===== src/rtl/sffsrce_cmd_seq.sv =====
// Command sequencer driving a bank of sffsrce flops from a queued command stream.
// Keeps a shadow of the bank's q, updated on the edge that closes each drive cycle.
module sffsrce_cmd_seq #(
    parameter int WIDTH      = 8,
    parameter int FIFO_DEPTH = 4
) (
    input  logic             clk,
    input  logic             rst_n,
    input  logic             cmd_valid,
    output logic             cmd_ready,
    input  logic [2:0]       cmd_op,
    input  logic [WIDTH-1:0] cmd_data,
    input  logic [7:0]       cmd_cnt,
    output logic [WIDTH-1:0] ff_d,
    output logic             ff_ce,
    output logic             ff_sset,
    output logic             ff_srst,
    output logic             ff_notifier,
    output logic [WIDTH-1:0] shadow_q,
    output logic             done,
    output logic             busy,
    output logic             err
);
    localparam int AW = $clog2(FIFO_DEPTH);

    localparam logic [2:0] OP_LOAD   = 3'd1;
    localparam logic [2:0] OP_SET    = 3'd2;
    localparam logic [2:0] OP_CLEAR  = 3'd3;
    localparam logic [2:0] OP_HOLD   = 3'd4;
    localparam logic [2:0] OP_SHIFT  = 3'd5;
    localparam logic [2:0] OP_NOTIFY = 3'd6;
    localparam logic [2:0] OP_RSVD   = 3'd7;

    typedef enum logic [1:0] {IDLE, ISSUE, REPEAT} state_t;

    typedef struct packed {
        logic [2:0]       op;
        logic [WIDTH-1:0] data;
        logic [7:0]       cnt;
    } cmd_t;

    cmd_t          mem [FIFO_DEPTH];
    cmd_t          head;
    logic [AW-1:0] wr_ptr, rd_ptr;
    logic [AW:0]   count, count_nx;
    logic          rdy_en, full, push, pop, more, multi;

    state_t     state;
    logic [2:0] cur_op;
    logic       cur_d0;
    logic [7:0] rem;

    logic [2:0]       sel_op;
    logic             sel_d0;
    logic [WIDTH-1:0] shadow_nx, d_nx;
    logic             ce_nx, sset_nx, srst_nx, nt_nx;

    assign head      = mem[rd_ptr];
    assign full      = (count == (AW+1)'(FIFO_DEPTH));
    assign cmd_ready = rdy_en && !full;
    assign push      = cmd_valid && cmd_ready;
    // done marks the last cycle of the running command, so it doubles as the pop slot
    assign pop       = (state == IDLE || done) && (count != '0);
    assign more      = (state != IDLE) && !done;
    assign multi     = (head.op == OP_HOLD || head.op == OP_SHIFT)
                       && (head.cnt != 8'd0);
    assign count_nx  = count + (AW+1)'(push) - (AW+1)'(pop);

    always_comb begin
        shadow_nx = shadow_q;
        if (ff_srst)
            shadow_nx = '0;
        else if (ff_sset)
            shadow_nx = '1;
        else if (ff_ce)
            shadow_nx = ff_d;
    end

    always_comb begin
        sel_op = 3'd0;
        sel_d0 = cur_d0;
        if (pop) begin
            sel_op = head.op;
            sel_d0 = head.data[0];
        end else if (more) begin
            sel_op = cur_op;
        end
        d_nx    = shadow_nx;
        ce_nx   = 1'b0;
        sset_nx = 1'b0;
        srst_nx = 1'b0;
        nt_nx   = ff_notifier;
        unique case (1'b1)
            (sel_op == OP_LOAD): begin
                d_nx  = head.data;
                ce_nx = 1'b1;
            end
            (sel_op == OP_SET):    sset_nx = 1'b1;
            (sel_op == OP_CLEAR):  srst_nx = 1'b1;
            (sel_op == OP_SHIFT): begin
                d_nx  = {shadow_nx[WIDTH-2:0], sel_d0};
                ce_nx = 1'b1;
            end
            (sel_op == OP_NOTIFY): nt_nx = ~ff_notifier;
            default: ;
        endcase
    end

    always_ff @(posedge clk) begin
        if (push)
            mem[wr_ptr] <= '{op: cmd_op, data: cmd_data, cnt: cmd_cnt};
    end

    always_ff @(posedge clk or negedge rst_n) begin
        if (!rst_n) begin
            wr_ptr      <= '0;
            rd_ptr      <= '0;
            count       <= '0;
            rdy_en      <= 1'b0;
            state       <= IDLE;
            cur_op      <= 3'd0;
            cur_d0      <= 1'b0;
            rem         <= 8'd0;
            ff_d        <= '0;
            ff_ce       <= 1'b0;
            ff_sset     <= 1'b0;
            ff_srst     <= 1'b0;
            ff_notifier <= 1'b0;
            shadow_q    <= '0;
            done        <= 1'b0;
            busy        <= 1'b0;
            err         <= 1'b0;
        end else begin
            rdy_en <= 1'b1;
            count  <= count_nx;
            if (push) begin
                wr_ptr <= wr_ptr + 1'b1;
                if (cmd_op == OP_RSVD)
                    err <= 1'b1;
            end
            if (pop)
                rd_ptr <= rd_ptr + 1'b1;

            shadow_q    <= shadow_nx;
            ff_d        <= d_nx;
            ff_ce       <= ce_nx;
            ff_sset     <= sset_nx;
            ff_srst     <= srst_nx;
            ff_notifier <= nt_nx;

            if (pop) begin
                state  <= ISSUE;
                cur_op <= head.op;
                cur_d0 <= head.data[0];
                rem    <= head.cnt;
                done   <= !multi;
            end else if (more) begin
                state <= REPEAT;
                rem   <= rem - 8'd1;
                done  <= (rem == 8'd1);
            end else begin
                state <= IDLE;
                done  <= 1'b0;
            end
            busy <= pop || more || (count_nx != '0);
        end
    end
endmodule

===== config.mk =====
export PLATFORM = sky130hd
export DESIGN_NAME = sffsrce_cmd_seq
export DESIGN_NICKNAME = d
export VERILOG_FILES = /design/src/rtl/sffsrce_cmd_seq.sv
export SDC_FILE = /design/constraint.sdc
export NUM_CORES = 1
export LEC_CHECK = 0
export CORE_UTILIZATION = 35
export DETAILED_ROUTE_END_ITERATION = 8
export PLACE_DENSITY_LB_ADDON = 0.15
export RECOVER_POWER = 50
export SLEW_MARGIN = 20
export SYNTH_ARGS = -nofsm -noshare
export SYNTH_HDL_FRONTEND = slang
export SYNTH_SLANG_ARGS = --single-unit

===== constraint.sdc =====
create_clock -name clk -period 3.2 [get_ports clk]
set_input_delay 0.64 -clock clk [delete_from_list [all_inputs] [get_ports clk]]
set_output_delay 0.64 -clock clk [all_outputs]
set_load 0.005 [all_outputs]

==> impl_metrics.toml, run 1 <==
[run_status]
outcome = "complete, but fails checks"
failed_checks = "max-capacitance violations, max-slew violations"

[timing]
finalClockSkew_ps = 10.0
max-slew-margin-rel_pct = -64.8
period_minus_slack_ps = 2940
fin_crit_sh_pct = 91.8
setup_viol = 0
finalSetupTns_ps = 0
tightest_slew_ps = 2470
grt_setup_unrepaired = "false"
holdWs_ps = 469
slew_viol_final = 46
hold_violations = 0
fmax_mhz = 340

[setup_path]
arrival_ps = 3210
startpoint_type = "register"
r2r-end = "busy$_DFF_PN0_"
cp_max_fo = 6
worstPathRequired_ps = 3470
crit_type = "reg2reg"
regToRegStartpoint = "count[1]$_DFF_PN0_"
r2r_setup_slack_ps = 260
r2r_cells = 11
cp-end-kind = "register"

[floorplanning]
initial_core_util_pct = 35.9
io_pins = 46
dieArea_um2 = 14800
die_h_um = 122
core-area_um2 = 13900
rows = 43
die_w_um = 122

[flow_run]
cap_violations = 1

[layout]
fill_cells = 1231
multi_input_area_um2 = 1470
final_nets = 407
synthToLayoutAreaGrowth_pct = 26.1
antennaDiodeCount = 0
ff_latch_area_um2 = 3410
drive_above_1_share_pct = 15.2
utilization_pct = 45.3

[cts]
path_clk_slew_ps = 50
cts_resized = 0
cts_setup_buffers = 0
cts_max_path_buffers = 2
cts_root_buffer = "clkbuf_16"
cts-hold-fix-buffers = 0
cts_max_level = 4
worstSkewPairLatency_ps = 410
cts_tree = "yes"
clkSinkCount = 121
cts_buffers = 17

[synth]
async_flop_share_pct = 37.2
syn_area_um2 = 5000
synth_top_area_share_pct = 45.6
ys.flop_type = "edfxtp_1"
yosysMostFrequentCell = "edfxtp_1"
synth_common_cells = "76 x edfxtp_1, 45 x dfrtp_1, 19 x nand2_1, 18 x mux4_2, 16 x inv_1"
syn_avg_cell_area_um2 = 15.9
yosysSeqAreaShare_pct = 68.1
ys_top_cells_by_area = "edfxtp_1 46%, dfrtp_1 22%, mux4_2 8.1%"
syn_nets = 346
postSynthCellCount = 315
yosysWarnings = 0
post-synth-top-area-cell = "edfxtp_1"
yosys_register_bits = 121
synth_edf_count = 76
yosysUniqueCellTypes = 51

[global_routing]
grt_max_degree = 46
grt_remaining_overflow = 0
grt_pass1_wl_um = 15700
grt_pass1_vias = 2857
grtUsageTotal_pct = 14.8
grt_antenna_before_repair = 0

[worst_hold_path]
hold_path_startpoint = "err$_DFFE_PN0P_"
min_path_cells = 1
hp-class = "reg2reg"
hold_end = "err$_DFFE_PN0P_"

[power]
powerDensity_nw_per_um2 = 1050
ir_worst_vdd_v = 0.000398
total_leakage_power_uw = 0.00240

[route]
route.detailed.drc = 0
wl_met1_um = 4630
via_per_inst = 4.95
drt-total-wl_um = 9720
firstDrtPassIters = 4
wl_met2_um = 4530
vias = 2816
first_iter_violations = 160
routed.top_layer = "met4"
ant_nets = 0
wl_met3_um = 365
wl_per_cell_um = 17.1

[placement]
port_buffers = 45
dp_hpwl_um = 6410
gp_congestion = 0.767
==> how the worst max path moves through the flow <==
| stage | startpoint | to | slack, ps |
|---|---|---|---|
| 4_1_cts | count[0]$_DFF_PN0_ | busy$_DFF_PN0_ | 270 |
| 3_3_place_gp | cmd_valid | busy$_DFF_PN0_ | 120 |
| 2_1_floorplan | count[0]$_DFF_PN0_ | busy$_DFF_PN0_ | 260 |
| 6_report | count[1]$_DFF_PN0_ | busy$_DFF_PN0_ | 260 |
| 5_1_grt | count[1]$_DFF_PN0_ | busy$_DFF_PN0_ | 60 |
| 3_5_place_dp | cmd_valid | busy$_DFF_PN0_ | 60 |
==> logic make-up (layout without fill, tap and decap cells) <==
group / after synthesis / count (layout) / synth area share (%)
buffers and inverters: 32 / 106 / 2.62
multiplexers: 38 / 38 / 12.7
AO/OA/AOI/OAI: 50 / 50 / 7.25
other: 1 / 1 / 0.0749
adder cells (fa/ha/maj): 9 / 9 / 2.40
AND/OR/NAND/NOR: 58 / 58 / 5.83
XOR/XNOR: 6 / 6 / 1.05
flip-flops: 121 / 121 / 68.1
==> area by class of cell <==
cell class              instances  share of cell area, %
clock inverters                11                   2.79
repair buffers                 54                   8.11
well taps                     180                   3.57
clock buffers                  21                   7.14
inverters                      20                   1.19
multi-input cells             162                   23.2
flip-flops and latches        121                   54.0
==> per-layer routing <==
layer	track usage, %	vias to the layer above
met5	0	-
met4	7.87	0
met3	3.75	13
met2	22.2	61
met1	19.9	1412
li1	-	1330
==> state kept, by name, indices dropped and copies added (netlist names), 2 cells and up <==
| register | cells |
|---|---|
| count | 3 |
| cur_op | 3 |
| ff_d | 8 |
| mem | 76 |
| rd_ptr | 2 |
| rem | 8 |
| shadow_q | 8 |
| state | 2 |
| wr_ptr | 2 |
==> placed cells by master, fill, tap and decap left out, drive strengths merged, types with 7 or more instances in the layout <==
master	n
a21boi	8
a21oi	7
a32oi	8
buf	9
clkbuf	22
clkdlybuf4s50	25
dfrtp	45
dlygate4sd3	19
edfxtp	76
ha	8
inv	20
mux2	10
mux2i	9
mux4	19
nand2	19
nor2	9
o21ai	7
o21bai	7
==> report_power, final <==
part | leakage, µW | switching (µW) | internal [µW]
Combinational | 0.000875 | 1150 | 1110
Sequential | 0.00122 | 289 | 2080
Clock | 0.000307 | 629 | 1390
==> worst max-delay path, stage by stage (launching register included) <==
cell	delay, ps
dfrtp_1	390
nor2_1	50
a21boi_0	450
and2_0	240
inv_2	40
ha_1	270
inv_1	40
ha_1	180
fa_1	370
xnor2_1	150
xnor2_1	140
or4_1	470
==> stage by stage <==
| step | cells | worst slack [ps] | power (µW) | area (µm²) |
|---|---|---|---|---|
| finish | 569 | 262 | 6640 | 6310 |
| global route | 569 | 58.7 | 7070 | 6310 |
| CTS | 569 | 266 | 6740 | 6310 |
| detailed placement | 537 | 62.0 | 4700 | 5690 |
| global placement | 537 | 117 | 4650 | 5690 |
| floorplan | 315 | 261 | 3870 | 5000 |
Power figures use the tool's default switching activity.
==> inputs of run 2 (changes only) <==
--- a/config.mk
+++ b/config.mk
@@ -7,6 +7,7 @@
 export LEC_CHECK = 0
 export CORE_UTILIZATION = 35
 export DETAILED_ROUTE_END_ITERATION = 8
+export GPL_ROUTABILITY_DRIVEN = 0
 export PLACE_DENSITY_LB_ADDON = 0.15
 export RECOVER_POWER = 50
 export SLEW_MARGIN = 20
==> constraint.sdc (replaced) <==
create_clock -name clk -period 3.2 [get_ports clk]
set_input_delay 0.8 -clock clk [delete_from_list [all_inputs] [get_ports clk]]
set_output_delay 0.8 -clock clk [all_outputs]
set_load 0.005 [all_outputs]
==> impl_metrics.toml, run 2 (synthesized netlist as in run 1, its figures left out) <==
[placement]
port_buffers = 45
dp_slack_ps = -101
numPlacedInstances = 538
dpl_cell_area_um2 = 5690
dp_hpwl_um = 6430

[floorplanning]
io_pins = 46
die_h_um = 122
rows = 43
dieArea_um2 = 14800
die_w_um = 122
core-area_um2 = 13900
initial_core_util_pct = 35.9

[layout]
largest_reg_flops = 76
drive_above_1_share_pct = 15.9
antennaDiodeCount = 0
utilization_pct = 45.5
final_nets = 408
largest-register = "mem"
design_area_um2 = 6340
synthToLayoutAreaGrowth_pct = 26.7
layout_common_cells = "76 x edfxtp_1, 45 x dfrtp_1, 25 x clkdlybuf4s50_1"
fin_cells = 570
layout_commonest_cell = "edfxtp_1"

[setup_path]
path_cells = "or3_1 > nand2_1 > inv_2 > ha_1 > inv_1 > ha_1 > fa_1 > xnor2_1 > xnor2_1 > or4_1"
cp-startpoint = "count[0]$_DFF_PN0_"
slowest_stage = "or3_1"
path_buf_inv = 2
crit_path_end = "busy$_DFF_PN0_"
arrival_ps = 3220
startpoint_type = "register"
worstPathRequired_ps = 3470
cp_num_cells = 10
path_delay_family = "simple AND/OR/NAND/NOR gates"
cp_max_fo = 10
r2r-end = "busy$_DFF_PN0_"
regToRegStartpoint = "count[0]$_DFF_PN0_"
cpPeakStageDelay_ps = 490
crit_type = "reg2reg"
r2r_cells = 10
cp-end-kind = "register"
r2r_setup_slack_ps = 250

[cts]
cts-hold-fix-buffers = 0
cts_max_path_buffers = 2
cts_resized = 0
clkSinkCount = 121
worstSkewPairLatency_ps = 400
cts_buffers = 17
cts_tree = "yes"
cts_max_level = 4
path_clk_slew_ps = 50
cts_setup_buffers = 0
cts_root_buffer = "clkbuf_16"

[timing]
hold_violations = 0
setup_viol = 0
max-slew-margin-rel_pct = -30.3
grt_setup_unrepaired = "false"
finalClockSkew_ps = 9.14
fmax_mhz = 339
slew_viol_final = 37
tightest_slew_ps = 1950
fin_crit_sh_pct = 92.2
fin_ws_ps = 250
period_minus_slack_ps = 2950

[global_routing]
grt_max_degree = 37
grtUsageTotal_pct = 15.1
grt_pass1_wl_um = 16400
grt_remaining_overflow = 0
grt_antenna_before_repair = 0
grt_pass1_vias = 2951

[route]
ant_nets = 0
wl_per_cell_um = 17.2
firstDrtPassIters = 4
vias = 2812
via_per_inst = 4.93
route.detailed.drc = 0
drt-total-wl_um = 9810
first_iter_violations = 108

[run_status]
outcome = "complete, but fails checks"
failed_checks = "max-capacitance violations, max-slew violations"

[power]
finalPower_uw = 6640
total_leakage_power_uw = 0.00241
ir_worst_vdd_v = 0.000444
powerDensity_nw_per_um2 = 1050

[worst_hold_path]
hp-class = "in2async"

[flow_run]
cap_violations = 1
==> run 2: cell type report <==
| class | instances | area [µm²] |
|---|---|---|
| inverter | 20 | 75.1 |
| multi-input combinational | 162 | 1470 |
| clock inverter | 3 | 43.8 |
| clock buffer | 29 | 606 |
| timing repair buffer | 55 | 515 |
| fill | 1226 | 7600 |
| sequential | 121 | 3410 |
| tap | 180 | 225 |
==> run 2: worst min path at each step <==
stage / from / endpoint / slack, ps / depth (start not counted)
floorplan: cur_d0$_DFF_PN0_ / cur_d0$_DFF_PN0_ / 440 / 2
global placement: err$_DFFE_PN0P_ / err$_DFFE_PN0P_ / 450 / 1
detailed placement: cur_d0$_DFF_PN0_ / cur_d0$_DFF_PN0_ / 460 / 2
CTS: rst_n / shadow_q[5]$_DFF_PN0_ / 240 / 1
global route: rst_n / shadow_q[5]$_DFF_PN0_ / 370 / 1
finish: rst_n / ff_d[5]$_DFF_PN0_ / 340 / 1
==> run 2: power by group <==
part	internal [µW]	switching, µW	leakage (µW)
registers	2070	293	0.00122
clock network	1360	648	0.000320
logic	1110	1150	0.000877
total	4540	2090	0.00241
==> run 2: metal layers <==
layer  global-route usage (%)  vias up  part of all wire [%]
met4                     5.17        0                  0.85
met5                        0        -                     0
met2                     23.1       62                    47
met3                     4.45        6                   3.2
li1                         -     1334                     -
met1                     20.7     1410                    49
==> run 2: through the flow <==
stage,TNS (ps),hold WS [ps]
floorplan,0,442
global placement,-40.4,453
detailed placement,-101,458
CTS,0,237
global route,0,370
finish,0,342
==> inputs of run 3 (changes only) <==
--- a/config.mk
+++ b/config.mk
@@ -5,7 +5,7 @@
 export SDC_FILE = /design/constraint.sdc
 export NUM_CORES = 1
 export LEC_CHECK = 0
-export CORE_UTILIZATION = 35
+export CORE_UTILIZATION = 47
 export DETAILED_ROUTE_END_ITERATION = 8
 export GPL_ROUTABILITY_DRIVEN = 0
 export PLACE_DENSITY_LB_ADDON = 0.15
==> impl_metrics.toml, run 3 (synthesized netlist as in run 1, its figures left out) <==
[run_status]
outcome = "complete, but fails checks"
failed_checks = "max-capacitance violations, max-slew violations"

[cts]
path_clk_slew_ps = 60
cts_buffers = 17
cts-hold-fix-buffers = 0
cts_resized = 0
cts_tree = "yes"
clkSinkCount = 121
cts_root_buffer = "clkbuf_8"
worstSkewPairLatency_ps = 510
cts_setup_buffers = 0
cts_max_level = 4
cts_max_path_buffers = 2

[layout]
layout_commonest_cell = "edfxtp_1"
drive_above_1_share_pct = 16.8
utilization_pct = 60.5
largest-register = "mem"
layout_common_cells = "76 x edfxtp_1, 45 x dfrtp_1, 24 x clkdlybuf4s50_1"
antennaDiodeCount = 0
largest_reg_flops = 76
synthToLayoutAreaGrowth_pct = 24.8
final_nets = 410

[setup_path]
worstPathRequired_ps = 3570
cpPeakStageDelay_ps = 490
crit_type = "reg2reg"
arrival_ps = 3320
r2r_cells = 10
cp-end-kind = "register"
regToRegStartpoint = "count[0]$_DFF_PN0_"
path_cells = "or3_1 > nand2_1 > inv_2 > ha_1 > inv_1 > ha_1 > fa_1 > xnor2_1 > xnor2_1 > or4_1"
r2r-end = "busy$_DFF_PN0_"
cp_max_fo = 10
r2r_setup_slack_ps = 250
slowest_stage = "or3_1"
startpoint_type = "register"

[global_routing]
grt_antenna_before_repair = 0
grt_remaining_overflow = 0
grtUsageTotal_pct = 19.5
grt_max_degree = 46
grt_pass1_vias = 2976
grt_pass1_wl_um = 15900

[route]
via_per_inst = 5.44
first_iter_violations = 125
ant_nets = 0
wl_per_cell_um = 17.8
firstDrtPassIters = 4
drt-total-wl_um = 9410
route.detailed.drc = 0
vias = 2872

[timing]
hold_violations = 0
tightest_slew_ps = 2440
slew_viol_final = 46
setup_viol = 0
grt_setup_unrepaired = "false"
period_minus_slack_ps = 2950
fmax_mhz = 339
fin_ws_ps = 251
fin_crit_sh_pct = 92.1
max-slew-margin-rel_pct = -62.5
finalClockSkew_ps = 15.3
finalSetupTns_ps = 0

[floorplanning]
dieArea_um2 = 11100
die_h_um = 105
initial_core_util_pct = 48.5
die_w_um = 105
rows = 37
core-area_um2 = 10300
io_pins = 46

[placement]
dp_slack_ps = -86.1
dp_hpwl_um = 6390
port_buffers = 45

[worst_hold_path]
hold_end = "ff_notifier$_DFFE_PN0N_"
hold_path_startpoint = "ff_notifier$_DFFE_PN0N_"
min_path_cells = 1
hp-class = "reg2reg"

[power]
powerDensity_nw_per_um2 = 1030
ir_worst_vdd_v = 0.000443
total_leakage_power_uw = 0.00238

[flow_run]
cap_violations = 1
run 3: changes by cell type in the layout (fill, tap and decap cells not counted), moves of 2 or more:
cell / delta
clkbuf_1: -3
clkinvlp_4: +3
clkbuf_16: -5
inv_8: +2
buf_12: +3
clkbuf_8: -4
inv_6: +6
run 3: power by group:
group	internal, µW	switching [µW]	total (µW)
Combinational	1130	1180	2310
Clock	1050	729	1780
Sequential	2070	278	2350
Total	4260	2190	6440
run 3: final cells by class:
cell class / instances / area, µm²
clock inverter: 14 / 136
multi-input combinational: 162 / 1470
tap: 136 / 170
inverter: 20 / 75.1
fill: 788 / 4080
timing repair buffer: 57 / 572
clock buffer: 18 / 418
sequential: 121 / 3410
run 3: layer usage:
layer / vias to the layer above / global-route usage (%) / part of all wire, %
li1: 1334 / - / -
met5: - / 0 / 0
met1: 1451 / 27.7 / 49
met4: 0 / 8.25 / 1.1
met3: 12 / 5.18 / 4.1
met2: 75 / 28.4 / 46
run 3: through the flow:
step | power (µW) | instance area (µm²) | instances | hold WS, ps
6_report | 6440 | 6240 | 528 | 474
5_1_grt | 6880 | 6240 | 528 | 512
4_1_cts | 6500 | 6250 | 528 | 479
3_5_place_dp | 4710 | 5690 | 496 | 463
3_3_place_gp | 4640 | 5690 | 496 | 458
2_1_floorplan | 3870 | 5000 | 315 | 442
run 3: how the worst max path moves through the flow:
stage / slack, ps / depth (start not counted) / to / from
floorplan: 260 / 11 / busy$_DFF_PN0_ / count[0]$_DFF_PN0_
detailed placement: -90 / 10 / busy$_DFF_PN0_ / cmd_valid
global route: 50 / 10 / busy$_DFF_PN0_ / count[0]$_DFF_PN0_
CTS: 260 / 10 / busy$_DFF_PN0_ / count[0]$_DFF_PN0_
finish: 250 / 10 / busy$_DFF_PN0_ / count[0]$_DFF_PN0_
global placement: -30 / 10 / busy$_DFF_PN0_ / cmd_valid
run 3: worst max-delay path, delay by kind of cell (launching register included):
family        cells  cell delay (ps)
xor+xnor          2              290
fa+ha+maj         3              840
buf+inv           2              150
flops             1              410
simple gates      3             1120
